**config.mk**
```make
export PLATFORM = sky130hd
export DESIGN_NAME = sargantana_dcache_req_arbiter
export DESIGN_NICKNAME = d
export VERILOG_FILES = /design/src/rtl/sargantana_dcache_req_arbiter.sv
export SDC_FILE = /design/constraint.sdc
export NUM_CORES = 1
export LEC_CHECK = 0
export CORE_AREA = 2 2 313 315
export CTS_BUF_LIST = sky130_fd_sc_hd__clkbuf_4 sky130_fd_sc_hd__clkbuf_8
export CTS_CLUSTER_DIAMETER = 120
export CTS_CLUSTER_SIZE = 25
export DETAILED_ROUTE_END_ITERATION = 12
export DIE_AREA = 0 0 315 317
export PLACE_DENSITY = 0.33
export SLEW_MARGIN = 20
export SYNTH_ARGS = -nofsm -noshare
export SYNTH_HDL_FRONTEND = slang
export SYNTH_SLANG_ARGS = --single-unit
```
**constraint.sdc**
```tcl
create_clock -name clk_i -period 3.46 [get_ports clk_i]
set_input_delay 1.038 -clock clk_i [delete_from_list [all_inputs] [get_ports clk_i]]
set_output_delay 1.038 -clock clk_i [all_outputs]
set_load 0.01 [all_outputs]
```
**src/rtl/sargantana_dcache_req_arbiter.sv**
```systemverilog
// N-requester front end for one HPDCache requester port: round-robin arbitration with one
// high-priority requester, SID tagging, response routing and per-requester outstanding limits.
module sargantana_dcache_req_arbiter #(
    parameter int NREQ            = 3,
    parameter int HIPRI_SID       = 0,
    parameter int MAX_OUTSTANDING = 4,
    parameter int REQ_W           = 128,
    parameter int RSP_W           = 128,
    parameter int TAG_W           = 4,
    localparam int SID_W          = $clog2(NREQ)
) (
    input  logic                    clk_i,
    input  logic                    rst_i,
    input  logic [NREQ-1:0]         req_valid_i,
    output logic [NREQ-1:0]         req_ready_o,
    input  logic [NREQ*REQ_W-1:0]   req_data_i,
    input  logic [NREQ*TAG_W-1:0]   req_tag_i,
    input  logic [NREQ-1:0]         req_need_rsp_i,
    output logic                    dcache_req_valid_o,
    input  logic                    dcache_req_ready_i,
    output logic [REQ_W-1:0]        dcache_req_data_o,
    output logic [SID_W+TAG_W-1:0]  dcache_req_tag_o,
    input  logic                    dcache_rsp_valid_i,
    input  logic [SID_W+TAG_W-1:0]  dcache_rsp_tag_i,
    input  logic [RSP_W-1:0]        dcache_rsp_data_i,
    output logic [NREQ-1:0]         rsp_valid_o,
    output logic [TAG_W-1:0]        rsp_tag_o,
    output logic [RSP_W-1:0]        rsp_data_o,
    output logic                    idle_o,
    output logic                    err_o
);
    localparam int CNT_W = $clog2(MAX_OUTSTANDING + 1);

    // Handshakes: a transfer happens on a cycle where valid && ready are both high;
    // valid never depends on ready, and payload is held stable while valid && !ready.
    logic                   buf_valid_q;
    logic [REQ_W-1:0]       buf_data_q;
    logic [SID_W+TAG_W-1:0] buf_tag_q;
    logic [SID_W-1:0]       ptr_q, ptr_d;
    logic [CNT_W-1:0]       cnt_q [NREQ];
    logic                   err_q;

    logic [NREQ-1:0]  eligible;
    logic [NREQ-1:0]  grant;
    logic [NREQ-1:0]  rsp_hit;
    logic [NREQ-1:0]  dec;
    logic             can_accept;
    logic             any_grant;
    logic             rr_grant;
    logic [SID_W-1:0] gnt_idx;
    logic [SID_W-1:0] rsp_sid;
    logic             sid_ok;
    logic             rsp_to_zero;
    logic             all_zero;

    assign can_accept = !buf_valid_q || dcache_req_ready_i;

    always_comb begin
        for (int i = 0; i < NREQ; i++) begin
            eligible[i] = req_valid_i[i] &&
                          (!req_need_rsp_i[i] || cnt_q[i] < CNT_W'(MAX_OUTSTANDING));
        end
    end

    // HIPRI is never eligible inside the round-robin scan, so it cannot win twice.
    always_comb begin
        int idx;
        grant    = '0;
        rr_grant = 1'b0;
        gnt_idx  = '0;
        idx      = 0;
        if (can_accept) begin
            if (eligible[HIPRI_SID]) begin
                grant[HIPRI_SID] = 1'b1;
                gnt_idx          = SID_W'(HIPRI_SID);
            end else begin
                for (int k = 0; k < NREQ; k++) begin
                    idx = int'(ptr_q) + k;
                    if (idx >= NREQ) idx = idx - NREQ;
                    if (!rr_grant && eligible[idx]) begin
                        rr_grant     = 1'b1;
                        grant[idx]   = 1'b1;
                        gnt_idx      = SID_W'(idx);
                    end
                end
            end
        end
    end

    assign any_grant   = |grant;
    assign req_ready_o = grant;

    always_comb begin
        ptr_d = ptr_q;
        if (rr_grant) begin
            ptr_d = (gnt_idx == SID_W'(NREQ - 1)) ? '0 : gnt_idx + SID_W'(1);
        end
    end

    assign rsp_sid = dcache_rsp_tag_i[TAG_W +: SID_W];
    assign sid_ok  = int'(rsp_sid) < NREQ;

    always_comb begin
        rsp_to_zero = 1'b0;
        all_zero    = 1'b1;
        for (int i = 0; i < NREQ; i++) begin
            rsp_hit[i] = dcache_rsp_valid_i && (rsp_sid == SID_W'(i));
            dec[i]     = rsp_hit[i] && (cnt_q[i] != '0);
            if (rsp_hit[i] && cnt_q[i] == '0) rsp_to_zero = 1'b1;
            if (cnt_q[i] != '0) all_zero = 1'b0;
        end
    end

    always_ff @(posedge clk_i) begin
        if (rst_i) begin
            buf_valid_q <= 1'b0;
            buf_data_q  <= '0;
            buf_tag_q   <= '0;
            ptr_q       <= '0;
            err_q       <= 1'b0;
            for (int i = 0; i < NREQ; i++) cnt_q[i] <= '0;
        end else begin
            if (any_grant) begin
                buf_valid_q <= 1'b1;
                buf_data_q  <= req_data_i[gnt_idx*REQ_W +: REQ_W];
                buf_tag_q   <= {gnt_idx, req_tag_i[gnt_idx*TAG_W +: TAG_W]};
            end else if (dcache_req_ready_i) begin
                buf_valid_q <= 1'b0;
            end
            ptr_q <= ptr_d;
            if (dcache_rsp_valid_i && (!sid_ok || rsp_to_zero)) err_q <= 1'b1;
            for (int i = 0; i < NREQ; i++) begin
                if (grant[i] && req_need_rsp_i[i] && !dec[i]) begin
                    cnt_q[i] <= cnt_q[i] + CNT_W'(1);
                end else if (dec[i] && !(grant[i] && req_need_rsp_i[i])) begin
                    cnt_q[i] <= cnt_q[i] - CNT_W'(1);
                end
            end
        end
    end

    assign dcache_req_valid_o = buf_valid_q;
    assign dcache_req_data_o  = buf_data_q;
    assign dcache_req_tag_o   = buf_tag_q;

    assign rsp_valid_o = rsp_hit;
    assign rsp_tag_o   = dcache_rsp_tag_i[TAG_W-1:0];
    assign rsp_data_o  = dcache_rsp_data_i;

    assign idle_o = !buf_valid_q && all_zero;
    assign err_o  = err_q;

endmodule
```
==> results.py, run 1 <==
metrics = {
    "timing": {
        "period_share_pct": 99.1,
        "fin_ws_ns": 0.0301,
        "setup_violations": 0,
        "slew_viol_final": 0,
        "worst_pin_slew_ns": 0.708,
        "hold_violations": 0,
        "period_minus_slack_ns": 3.43,
        "max_freq_mhz": 292,
        "tns_ns": 0,
        "hold_slack_ns": 0.472,
        "rsz0062_at_grt": "true",
        "slew_headroom_pct": 52.8,
        "skew_ns": 0.0344,
    },
    "synth": {
        "synth.distinct_cells": 55,
        "synthArstFlopShare_pct": 0,
        "synthSimpleGateAreaFrac_pct": 15.0,
        "synth_nets": 1719,
        "synth_edf_count": 9,
        "ys_seq_elements": 147,
        "netlist_area_um2": 9330,
        "ys_seq_area_share_pct": 32.5,
        "synth_xor_xnor_area_share_pct": 0.469,
        "synth_fa_ha_area_share_pct": 1.37,
        "synth_top_family_by_area": "compound AO/OA/AOI/OAI gates",
        "synth-warning-count": 0,
        "postSynthCellCount": 1170,
        "synthTopCellsByArea": "dfxtp_1 (30%), mux2i_1 (14%), nor2_1 (11%), buf_4 (11%), a211oi_1 (11%)",
        "avgSynthCellArea_um2": 7.97,
        "synth-compound-area-share_pct": 20.6,
        "synth_top_flop_cell": "dfxtp_1",
        "yosysTopAreaCellShare_pct": 29.6,
        "synth_top_cell_by_area": "dfxtp_1",
        "muxShareOfSynthArea_pct": 14.5,
    },
    "power": {
        "p_leak_nw": 5.90,
        "power_per_cell_area_nw_per_um2": 403,
        "power_mw": 6.73,
        "worst_ir_drop_vdd_uv": 212,
    },
    "worst_setup_path": {
        "arrival_ns": 2.39,
        "startpoint_type": "input port",
        "cp_slowest_cell": "or2_4",
        "r2r_end": "cnt_q[2][2]",
        "regToRegStartpoint": "cnt_q[1][2]",
        "reg2reg_slack_ns": 0.42,
        "endpoint_kind": "output pin",
        "r2r_cells": 11,
        "path_cells": "clkdlybuf4s15_1 -> a21bo_4 -> o22ai_4 -> o31ai_2 -> and3_1 -> or2_4 -> buf_6",
        "crit_family": "compound AO/OA/AOI/OAI gates",
        "crit_fanout": 4,
        "cp_slowest_stage_delay_ns": 0.28,
        "critical_path_class": "in -> out",
        "cp.required_ns": 2.42,
        "worst-path-buf-inv": 2,
    },
    "min_path": {
        "whs_path_depth": 2,
        "worstHoldStart": "dcache_req_tag_o[5]",
        "hold_path.class": "reg -> reg",
        "min_to": "dcache_req_tag_o[5]",
    },
    "placement": {
        "post-place-ws_ns": -0.813,
        "dpl.hpwl_um": 37600,
        "place_inst": 2880,
        "place_congestion": 0.774,
        "portBuffers": 550,
        "place_area_um2": 16000,
    },
    "routing": {
        "drt-initial-drc-count": 252,
        "wl_per_cell_um": 15.8,
        "viasPerCell": 3.37,
        "drt-total-wl_um": 46200,
        "drt-pass1-iter-count": 4,
        "num_vias": 9884,
        "drc": 0,
        "antenna_left": 0,
    },
    "grt": {
        "grt_max_degree": 103,
        "antenna_found_initial": 4,
        "grt_pass1_vias": 10220,
        "overflow": 0,
        "grt_pass1_wl_um": 65700,
        "grt_use_total_pct": 8.97,
    },
    "floorplanning": {
        "start_util_pct": 9.69,
        "die_area_um2": 99900,
        "core_um2": 96300,
        "fp.dieW_um": 315,
        "io-pin-count": 815,
        "num_rows": 114,
        "die_h_um": 317,
    },
    "final_layout": {
        "drive_gt1_share_pct": 12.0,
        "layout_commonest_cell": "clkdlybuf4s50_1",
        "nets": 2187,
        "final_area_um2": 16700,
        "area_growth_pct": 78.9,
        "multi_input_area_um2": 5010,
        "seq_area_um2": 3040,
        "n_fill_cell": 10815,
        "fin_util_pct": 17.3,
        "final_cell_mix": "clkdlybuf4s50_1 (534), nor2_1 (279), a21oi_1 (142)",
        "fin_cells": 2929,
    },
    "clocking": {
        "cts_tree": "yes",
        "clk_pin_slew_ns": 0.09,
        "clk_path_buf_depth": 2,
        "cts.sink_count": 147,
        "htreeDepth": 4,
        "cts-buffers-inserted": 17,
        "clk-insertion-delay-late_ns": 0.59,
        "cts-root-buf": "clkbuf_8",
    },
    "flow_run": {
        "max-cap-violations": 0,
    },
    "status": {
        "status": "completed",
    },
}
==> registers in the layout, indices dropped and copies added (netlist names) <==
register            count
dcache_req_tag_o        6
dcache_req_valid_o      1
dcache_req_data_o     128
cnt_q                   9
ptr_q                   2
err_o                   1
==> worst reg2reg max path, delay by kind of cell, from the launching register on <==
family                    cells  cell delay [ns]
AOI/OAI and AO/OA             4             1.28
xor gates and xnor gates      1             0.12
buffers and inverters         4             0.62
DFF                           1             0.43
and+or+nand+nor               2             0.33
==> routing by layer <==
metal	track usage [%]	vias to the layer above	routed length [um]
li1	-	4897	-
met1	9.36	4484	17500
met2	15.4	396	22700
met3	3.61	105	4100
met4	4.85	2	1760
met5	0	-	13
==> synth_stat cells (2+ instances only) <==
library cell / number
nor2_1: 280
a21bo_2: 2
nand2_1: 15
ha_1: 7
o21ai_0: 3
nor4_1: 2
a21oi_1: 142
nand3_1: 3
nor3_1: 6
a211oi_1: 132
edfxtp_1: 9
buf_1: 3
and3_1: 5
nand4_1: 2
a211o_1: 2
clkbuf_1: 51
fa_1: 2
xnor2_1: 5
or2_2: 2
buf_2: 37
mux2i_1: 134
buf_4: 133
or3_1: 5
inv_1: 14
dfxtp_1: 138
nand2b_1: 5
a21boi_2: 3
==> cells by family (layout without fill, tap and decap cells) <==
family,after synthesis,in the layout
flip-flops,147,147
AND/OR/NAND/NOR,337,337
other,0,3
adder cells (fa/ha/maj),9,9
multiplexers,135,135
AO/OA/AOI/OAI,298,298
buffers and inverters,239,719
XOR/XNOR,5,5
==> layout make-up <==
class	instances	area share [%]
clock inverters	13	0.885
multi-input cells	784	30.0
clock buffers	18	1.48
well taps	1276	9.57
flip-flops and latches	147	18.2
inverters	14	0.337
diodes	3	0.0450
repair buffers	674	39.5
==> power breakdown <==
group | total [mW] | switching, mW | internal (mW)
sequential | 2.16 | 0.164 | 2.00
clock | 1.50 | 0.839 | 0.664
combinational | 3.06 | 1.44 | 1.62
total | 6.73 | 2.45 | 4.28
==> how the worst max path moves through the flow <==
stage / from / endpoint / slack [ns] / cells after the start
after floorplan: req_valid_i[0] / cnt_q[0][2] / 0.16 / 10
after global placement: req_valid_i[1] / req_ready_o[0] / -0.85 / 7
after detailed placement: req_valid_i[1] / req_ready_o[0] / -0.81 / 7
after CTS: req_need_rsp_i[1] / req_ready_o[0] / -0.04 / 7
after global routing: cnt_q[1][2] / req_ready_o[0] / -0.07 / 7
final: req_valid_i[2] / req_ready_o[0] / 0.03 / 7
==> repair_timing <==
action / CTS / global route
cloned: 0 / 0
gates resized for setup: 38 / 28
endpoints found under the setup margin: 7 / 5
hold buffers: 0 / 0
setup buffers: 8 / 7
pin swaps: 7 / 11
No activity file was read; power rests on OpenSTA's default activity.
==> run 2: changes to the inputs <==
--- a/config.mk
+++ b/config.mk
@@ -8,7 +8,7 @@
 export CORE_AREA = 2 2 313 315
 export CTS_BUF_LIST = sky130_fd_sc_hd__clkbuf_4 sky130_fd_sc_hd__clkbuf_8
 export CTS_CLUSTER_DIAMETER = 120
-export CTS_CLUSTER_SIZE = 25
+export CTS_CLUSTER_SIZE = 10
 export DETAILED_ROUTE_END_ITERATION = 12
 export DIE_AREA = 0 0 315 317
 export PLACE_DENSITY = 0.33
==> results of run 2 <==
Same layout as run 1: the final DEF is identical, and so are final timing and power.
